===== config.mk =====
export PLATFORM = sky130hd
export DESIGN_NAME = rf_write_scheduler
export DESIGN_NICKNAME = d
export VERILOG_FILES = /design/src/rtl/rf_sched_pkg.sv /design/src/rtl/rf_write_scheduler_wb_fifo.sv /design/src/rtl/rf_write_scheduler.sv
export SDC_FILE = /design/constraint.sdc
export NUM_CORES = 1
export LEC_CHECK = 0
export ABC_AREA = 1
export BUFFER_PORTS_ARGS = -buffer_cell sky130_fd_sc_hd__buf_2
export CORE_MARGIN = 1.5
export CORE_UTILIZATION = 61
export CTS_CLUSTER_SIZE = 25
export DETAILED_ROUTE_END_ITERATION = 10
export GPL_TIMING_DRIVEN = 0
export PLACE_DENSITY = 0.85
export SLEW_MARGIN = 20
export SYNTH_ARGS = -nofsm -noshare
export SYNTH_HDL_FRONTEND = slang
export SYNTH_HIERARCHICAL = 1
export SYNTH_SLANG_ARGS = --single-unit

===== constraint.sdc =====
create_clock -name clk -period 5.7 [get_ports clk]
set_input_delay 0.855 -clock clk [delete_from_list [all_inputs] [get_ports clk]]
set_output_delay 0.855 -clock clk [all_outputs]
set_load 0.02 [all_outputs]

===== src/rtl/rf_sched_pkg.sv =====
// Shared definitions for the register-file write scheduler.
// Holds the requester indices, the default widths and the queued write entry type.
package rf_sched_pkg;

    localparam int   NUM_REQ = 2;
    localparam logic REQ_ALU = 1'b0;
    localparam logic REQ_LSU = 1'b1;

    localparam int AW_DEF = 5;
    localparam int DW_DEF = 32;

    typedef struct packed {
        logic [AW_DEF-1:0] addr;
        logic [DW_DEF-1:0] data;
    } wr_entry_t;

endpackage


===== src/rtl/rf_write_scheduler_wb_fifo.sv =====
// Small synchronous writeback FIFO with per-slot valid bits and raw storage
// exposed so the owner can build a pending-register mask from every queued entry.
module wb_fifo #(
    parameter int DEPTH = 2,
    parameter int W     = 37,
    localparam int PW   = $clog2(DEPTH),
    localparam int CW   = $clog2(DEPTH + 1)
) (
    input  logic                      clk,
    input  logic                      rst,
    input  logic                      push,
    input  logic [W-1:0]              push_data,
    input  logic                      pop,
    output logic [W-1:0]              pop_data,
    output logic                      full,
    output logic                      empty,
    output logic [CW-1:0]             count,
    output logic [DEPTH-1:0]          entry_valid,
    output logic [DEPTH-1:0][W-1:0]   entries
);

    logic [DEPTH-1:0][W-1:0] mem;
    logic [PW-1:0]           wr_ptr;
    logic [PW-1:0]           rd_ptr;
    logic                    do_push;
    logic                    do_pop;

    assign full     = (count == CW'(DEPTH));
    assign empty    = (count == '0);
    assign do_push  = push & ~full;
    assign do_pop   = pop & ~empty;
    assign pop_data = mem[rd_ptr];
    assign entries  = mem;

    // Storage needs no reset; the valid bits alone say which slots mean anything.
    always_ff @(posedge clk) begin
        if (do_push) begin
            mem[wr_ptr] <= push_data;
        end
    end

    always_ff @(posedge clk or posedge rst) begin
        if (rst) begin
            wr_ptr      <= '0;
            rd_ptr      <= '0;
            count       <= '0;
            entry_valid <= '0;
        end else begin
            if (do_push) begin
                wr_ptr              <= wr_ptr + PW'(1);
                entry_valid[wr_ptr] <= 1'b1;
            end
            if (do_pop) begin
                rd_ptr              <= rd_ptr + PW'(1);
                entry_valid[rd_ptr] <= 1'b0;
            end
            case ({do_push, do_pop})
                2'b10:   count <= count + CW'(1);
                2'b01:   count <= count - CW'(1);
                default: count <= count;
            endcase
        end
    end

endmodule


===== src/rtl/rf_write_scheduler.sv =====
// Shares the single register-file write port between the ALU and LSU writeback
// paths through two FIFOs and a round-robin arbiter, and publishes a pending-write mask.
module rf_write_scheduler
    import rf_sched_pkg::*;
#(
    parameter int DEPTH = 2,
    parameter int AW    = AW_DEF,
    parameter int DW    = DW_DEF
) (
    input  logic                 clk,
    input  logic                 rst,
    input  logic                 req0_valid,
    output logic                 req0_ready,
    input  logic [AW-1:0]        req0_addr,
    input  logic [DW-1:0]        req0_data,
    input  logic                 req1_valid,
    output logic                 req1_ready,
    input  logic [AW-1:0]        req1_addr,
    input  logic [DW-1:0]        req1_data,
    output logic                 rf_we,
    output logic [AW-1:0]        rf_wa,
    output logic [DW-1:0]        rf_wd,
    output logic [(2**AW)-1:0]   pend_mask,
    output logic                 idle
);

    localparam int W  = AW + DW;
    localparam int CW = $clog2(DEPTH + 1);

    logic                    full0, full1, empty0, empty1;
    logic [CW-1:0]           count0, count1;
    logic [W-1:0]            head0, head1;
    logic [DEPTH-1:0]        vld0, vld1;
    logic [DEPTH-1:0][W-1:0] ent0, ent1;
    logic                    push0, push1;
    logic                    gnt0, gnt1;
    logic                    last_grant;

    assign req0_ready = ~full0;
    assign req1_ready = ~full1;

    // Writes to x0 finish the handshake but are dropped before the FIFO.
    assign push0 = req0_valid & req0_ready & (req0_addr != '0);
    assign push1 = req1_valid & req1_ready & (req1_addr != '0);

    wb_fifo #(.DEPTH(DEPTH), .W(W)) u_fifo0 (
        .clk         (clk),
        .rst         (rst),
        .push        (push0),
        .push_data   ({req0_addr, req0_data}),
        .pop         (gnt0),
        .pop_data    (head0),
        .full        (full0),
        .empty       (empty0),
        .count       (count0),
        .entry_valid (vld0),
        .entries     (ent0)
    );

    wb_fifo #(.DEPTH(DEPTH), .W(W)) u_fifo1 (
        .clk         (clk),
        .rst         (rst),
        .push        (push1),
        .push_data   ({req1_addr, req1_data}),
        .pop         (gnt1),
        .pop_data    (head1),
        .full        (full1),
        .empty       (empty1),
        .count       (count1),
        .entry_valid (vld1),
        .entries     (ent1)
    );

    // Under contention the requester that did not win last time goes next.
    assign gnt0 = ~empty0 & (empty1 | (last_grant == REQ_LSU));
    assign gnt1 = ~empty1 & (empty0 | (last_grant == REQ_ALU));

    always_ff @(posedge clk or posedge rst) begin
        if (rst) begin
            rf_we      <= 1'b0;
            rf_wa      <= '0;
            rf_wd      <= '0;
            last_grant <= REQ_LSU;
        end else begin
            rf_we <= gnt0 | gnt1;
            if (gnt0) begin
                rf_wa      <= head0[W-1 -: AW];
                rf_wd      <= head0[DW-1:0];
                last_grant <= REQ_ALU;
            end else if (gnt1) begin
                rf_wa      <= head1[W-1 -: AW];
                rf_wd      <= head1[DW-1:0];
                last_grant <= REQ_LSU;
            end
        end
    end

    always_comb begin
        pend_mask = '0;
        for (int i = 0; i < DEPTH; i++) begin
            if (vld0[i]) pend_mask[ent0[i][W-1 -: AW]] = 1'b1;
            if (vld1[i]) pend_mask[ent1[i][W-1 -: AW]] = 1'b1;
        end
        if (rf_we) pend_mask[rf_wa] = 1'b1;
        pend_mask[0] = 1'b0;
    end

    assign idle = (count0 == '0) & (count1 == '0) & ~rf_we;

endmodule


==> Word level (Yosys, flattened, before mapping) <==
Index checks and enable logic that the tools add are counted.
Widths: inputs -> output; s select.
{ "word_totals": {"regBits": 199, "input_bits": 78} }
{ "op_classes": {"n_addsub": 8, "order_cmp": 18, "n_eq_ne": 6, "muxes": 45, "bitwise_logic": 31, "reduce_logical": 16} }
{ "op_table": {"columns": ["operator", "n"], "rows": [
  ["$mux 32", 7],
  ["$mux 37", 6],
  ["$bwmux 74", 2],
  ["$or 32x32->32", 4],
  ["$demux 37 s1", 2],
  ["$lt 5x6->1 const B", 5],
  ["$demux 1 s5", 5],
  ["$ge 5x1->1 const B", 5],
  ["$and 1x1->1", 12],
  ["$mux 1", 11],
  ["$mux 5", 2],
  ["$reduce_bool 5->1", 2],
  ["$logic_and 1x1->1", 9],
  ["$eq 2x2->1 const B", 4],
  ["$lt 1x2->1 const B", 4],
  ["$mux 2", 4],
  ["$pmux 2 s2", 2],
  ["$not 1->1", 6],
  ["$reduce_bool 2->1", 3],
  ["$add 1x1->1 const B", 4],
  ["$add 2x1->2 const B", 2],
  ["$and 2x2->2", 2],
  ["$demux 1 s1", 4],
  ["$eq 2x1->1 const B", 2],
  ["other kinds (6)", 15]
]} }

==> Depth between registers and ports, before layout <==
{ "logic_depth": {"ltp_word": 13, "mapped_depth": 14} }

==> Modules after synthesis <==
Netlist, hierarchy kept.
{ "modules_own_cells": {"columns": ["module", "instances", "cells_each", "area_each_um2"], "rows": [
  ["wb_fifo", 2, 239, 3019.1],
  ["rf_write_scheduler", 1, 587, 3437.0]
]} }

==> Least setup slack after synthesis <==
No wires, ideal clock.
{ "synth_path": {"path_kind": "input-to-reg", "start": "in req1_addr[3]", "end": "reg u_fifo1.mem, in the netlist u_fifo1/entries[0], enable pin", "setup_time_ps": 392, "arrival_time_ps": 1929, "t_required_ps": 5308, "path_slack_ps": 3379, "stages": 6, "n_path_buf": 0, "path_cell_list": "nor3_1 > nand2_1 > nand3_1 > inv_1 > nand3_1 > inv_1"} }
{ "synth_between": {"elab_chain_cells": 3} }
{ "synth_lines": {"columns": ["item", "line_no", "source"], "rows": [
  ["start, declared", "rf_write_scheduler.sv:18", "input logic [AW-1:0] req1_addr,"],
  ["$reduce_bool 5->1", "rf_write_scheduler.sv:44", "assign push1 = req1_valid & req1_ready & (req1_addr != '0);"],
  ["$and 1x1->1", "rf_write_scheduler.sv:44", null],
  ["via push1", "rf_write_scheduler.sv:35", "logic push0, push1;"],
  ["$and 1x1->1", "rf_write_scheduler_wb_fifo.sv:30", "assign do_push = push & ~full;"],
  ["end signal, assigned by index", "rf_write_scheduler_wb_fifo.sv:38", "mem[wr_ptr] <= push_data;"],
  ["end, declared", "rf_write_scheduler_wb_fifo.sv:22", "logic [DEPTH-1:0][W-1:0] mem;"]
]} }
The timed path passes the listed nets, and every way through them passes these cells.
A chain may end at the register's enable or synchronous reset.

==> Worst setup path in the final report <==
{ "layout_path": {"start": "reg u_fifo1.mem, in the netlist u_fifo1/entries[70]", "end": "out pend_mask[4]"} }
{ "layout_between": {"elab_chain_cells": 8, "word_cells_on_any_way": 9, "classes_between": "order compare (2); mux (4); bitwise (2); reduce/logical (1)"} }
{ "layout_lines": {"columns": ["item", "line_no", "source"], "rows": [
  ["$lt 5x6->1 (not written as such) or $ge 5x1->1 (tied branches)", "rf_write_scheduler.sv:102", "if (vld1[i]) pend_mask[ent1[i][W-1 -: AW]] = 1'b1;"],
  ["$logic_and 1x1->1 (not written as such)", "rf_write_scheduler.sv:102", null],
  ["$mux 1 (not written as such)", "rf_write_scheduler.sv:102", null],
  ["$demux 1 s5 *", "rf_write_scheduler.sv:102", null],
  ["$or 32x32->32 (no source line) *", null, null],
  ["$mux 32 *", "rf_write_scheduler.sv:102", null],
  ["$or 32x32->32 (no source line)", null, null],
  ["$mux 32 *", "rf_write_scheduler.sv:104", "if (rf_we) pend_mask[rf_wa] = 1'b1;"],
  ["end, declared", "rf_write_scheduler.sv:23", "output logic [(2**AW)-1:0] pend_mask,"]
]} }
Mark *: on every way between the ends. The rest lies on a longest branch, timed or not.

==> flow_summary.json <==
{
  "clock_latency_ns": 0.44,
  "power_density_nw_per_um2": 576.8,
  "vdd_ir_drop_max_v": 0.0004237,
  "drtIter0Drc": 804,
  "timing_worst_setup_path_type": "reg -> out",
  "drt-pass1-iter-count": 7,
  "rsz0062_at_grt": "false",
  "outcome": "completed",
  "place.gp.congestion": 0.9535,
  "cts_inserted_buffers": 17,
  "yosysTopAreaCellShare": 0.4690,
  "grt-ovfl-total": 0,
  "synth_area_um2": 9475,
  "die_area_um2": 16290,
  "postCtsSetupRepairBufs": 0,
  "arrival_ns": 2.14,
  "cap_violations": 0,
  "setup_viol": 0,
  "io_pins": 151,
  "fin_worst_skew_ns": 0.007109,
  "critPathMaxStageDelay_ns": 0.81,
  "drive_above_1_share": 0.2034,
  "clkSlewWorstSetupHoldPaths_ns": 0.07,
  "min_path_type": "in -> async",
  "synth_cell_types": 28,
  "ys_seq_area_frac": 0.6039,
  "cts_sinks": 199,
  "root_buffer": "clkbuf_16",
  "yosysTopAreaCell": "edfxtp_1",
  "core_area_um2": 15200,
  "post-dp-hpwl_mm": 18.97,
  "stdcell_count": 1437,
  "ys_ff_latch": 199,
  "utilization": 0.7291,
  "synth_common_cells": "nand2_1, nor2_1, edfxtp_1",
  "syn_inst": 1065,
  "grt_pass1_vias": 7528,
  "worstSetupEndpointType": "output pin",
  "finalMaxSlewViolations": 0,
  "synthTopCellsByArea": "edfxtp_1, nand2_1, dfrtp_1, nor2_1, nand3_1",
  "io_buffers": 149,
  "antenna_found_initial": 0,
  "ant_nets": 0,
  "track_usage": 0.3243,
  "cp-start-kind": "flip-flop",
  "synth.most_common_cell": "nand2_1",
  "relSlewSlack": 0.3618,
  "avgSynthCellArea_um2": 8.897,
  "rows": 45,
  "design_area_um2": 11080,
  "fmax_mhz": 333.9,
  "initial_core_util": 0.6233,
  "htreeDepth": 4,
  "pre_cts_ws_ns": 3.201,
  "required_ns": 4.85,
  "grt_pass1_wl_mm": 39.04,
  "areaGrowthSynthToFinish_pct": 16.97,
  "yosys_warnings": 6,
  "die_width_um": 127.6,
  "avgViaCountPerCell": 5.458,
  "worst_pin_slew_ns": 0.9500,
  "cts_resized": 0,
  "nNetsFinal": 1316,
  "min_period_ns": 2.995,
  "fin_tns_setup_ns": 0,
  "n_antenna_cell": 0,
  "ys_dominant_reg_cell": "edfxtp_1",
  "cts_tree": "built",
  "p_leak_nw": 5.028,
  "clockBufferDepth": 2,
  "via_count": 7843,
  "die_h_um": 127.6,
  "finalPower_mw": 6.392,
  "grt_max_degree": 38,
  "crit_path_max_fanout": 7,
  "synth_nets": 1145,
  "slowest_stage": "nor3_1",
  "fin_crit_sh": 0.5254,
  "routedWlPerCell_um": 17.71,
  "dp.cells": 1405,
  "final_hold_viol_count": 0,
  "path_cells": "nor3_1 -> nand2_1 -> nand3_1 -> buf_2",
  "holdWs_ns": 0.3765,
  "place_area_um2": 10520,
  "synth_edf_count": 148,
  "drc": 0,
  "wl_mm": 25.45,
  "final.setup.worst_slack_ns": 2.705,
  "cts-hold-fix-buffers": 0,
  "async_reset_ff_frac": 0.2563
}
[power breakdown]
part	internal [mW]	switching, mW	total [mW]
combinational	0.880	2.02	2.90
clock	0.615	0.532	1.15
sequential	2.06	0.277	2.34
[cells in the final DEF (no fill, tap or decap), drive strengths merged]
master and instances:
a21oi 32, buf 179, bufinv 1, clkbuf 21, clkinv 5, conb 1, dfrtp 50, dfstp 1
edfxtp 148, ha 2, inv 82, nand2 351, nand3 90, nand4 2, nor2 231, nor3 12
nor3b 1, o21ai 36, or2 2, xnor2 2
[routing by layer]
layer	routed length [um]	vias up	global-route usage	part of all wire
li1	-	3794	-	-
met1	9471	3677	0.3702	0.37
met2	13410	317	0.5863	0.53
met3	1626	55	0.07663	0.064
met4	939	0	0.1355	0.037
met5	0	-	0	0
[state kept, by name (all words and copies together) (netlist names)]
name                 cells
rf_we                    1
u_fifo1/entries         74
u_fifo0/wr_ptr           1
u_fifo1/entry_valid      2
u_fifo1/count            2
last_grant               1
u_fifo1/wr_ptr           1
u_fifo0/count            2
u_fifo0/rd_ptr           1
rf_wd                   32
u_fifo0/entries         74
u_fifo0/entry_valid      2
rf_wa                    5
u_fifo1/rd_ptr           1
[critical path: cells and delay by family, from the launching register on]
kind	cells	cell delay (ns)
AND/OR/NAND/NOR	3	1.05
flip-flops	1	0.48
buffers and inverters	1	0.17
[cells by family after synthesis]
logic type,synth area share
AOI/OAI and AO/OA,0.04740
xor gates and xnor gates,0.001849
adders and majority gates,0.002641
buffers and inverters,0.05229
DFF,0.6039
other,0.0003958
and+or+nand+nor,0.2916
[layout make-up]
cell class / count / area, um^2
Fill cell: 1094 / 4119
Buffer: 30 / 210.2
Timing Repair Buffer: 152 / 805.8
Sequential cell: 199 / 5722
Tap cell: 188 / 235.2
Clock buffer: 18 / 429.2
Multi-Input combinational cell: 762 / 3258
Clock inverter: 14 / 137.6
Inverter: 74 / 285.3
[path summary, 6_finish.rpt]
kind | from | endpoint | slack [ns] | cells after the start
setup / recovery | u_fifo1/entries[70]$_DFFE_PP_ | pend_mask[4] | 2.71 | 4
hold / removal | rst | rf_wa[2]$_DFFE_PP0P_ | 0.38 | 2
setup reg to reg | u_fifo1/count[0]$_DFFE_PP0P_ | u_fifo0/count[1]$_DFFE_PP0P_ | 3.53 | 13
hold reg to reg | rf_wd[16]$_DFFE_PP0P_ | rf_wd[16]$_DFFE_PP0P_ | 0.49 | 2
max in group asynchronous | rst | last_grant$_DFFE_PP1P_ | 4.83 | 3
min in group clk | rf_wd[16]$_DFFE_PP0P_ | rf_wd[16]$_DFFE_PP0P_ | 0.49 | 2
No activity file was read; power rests on OpenSTA's default activity.
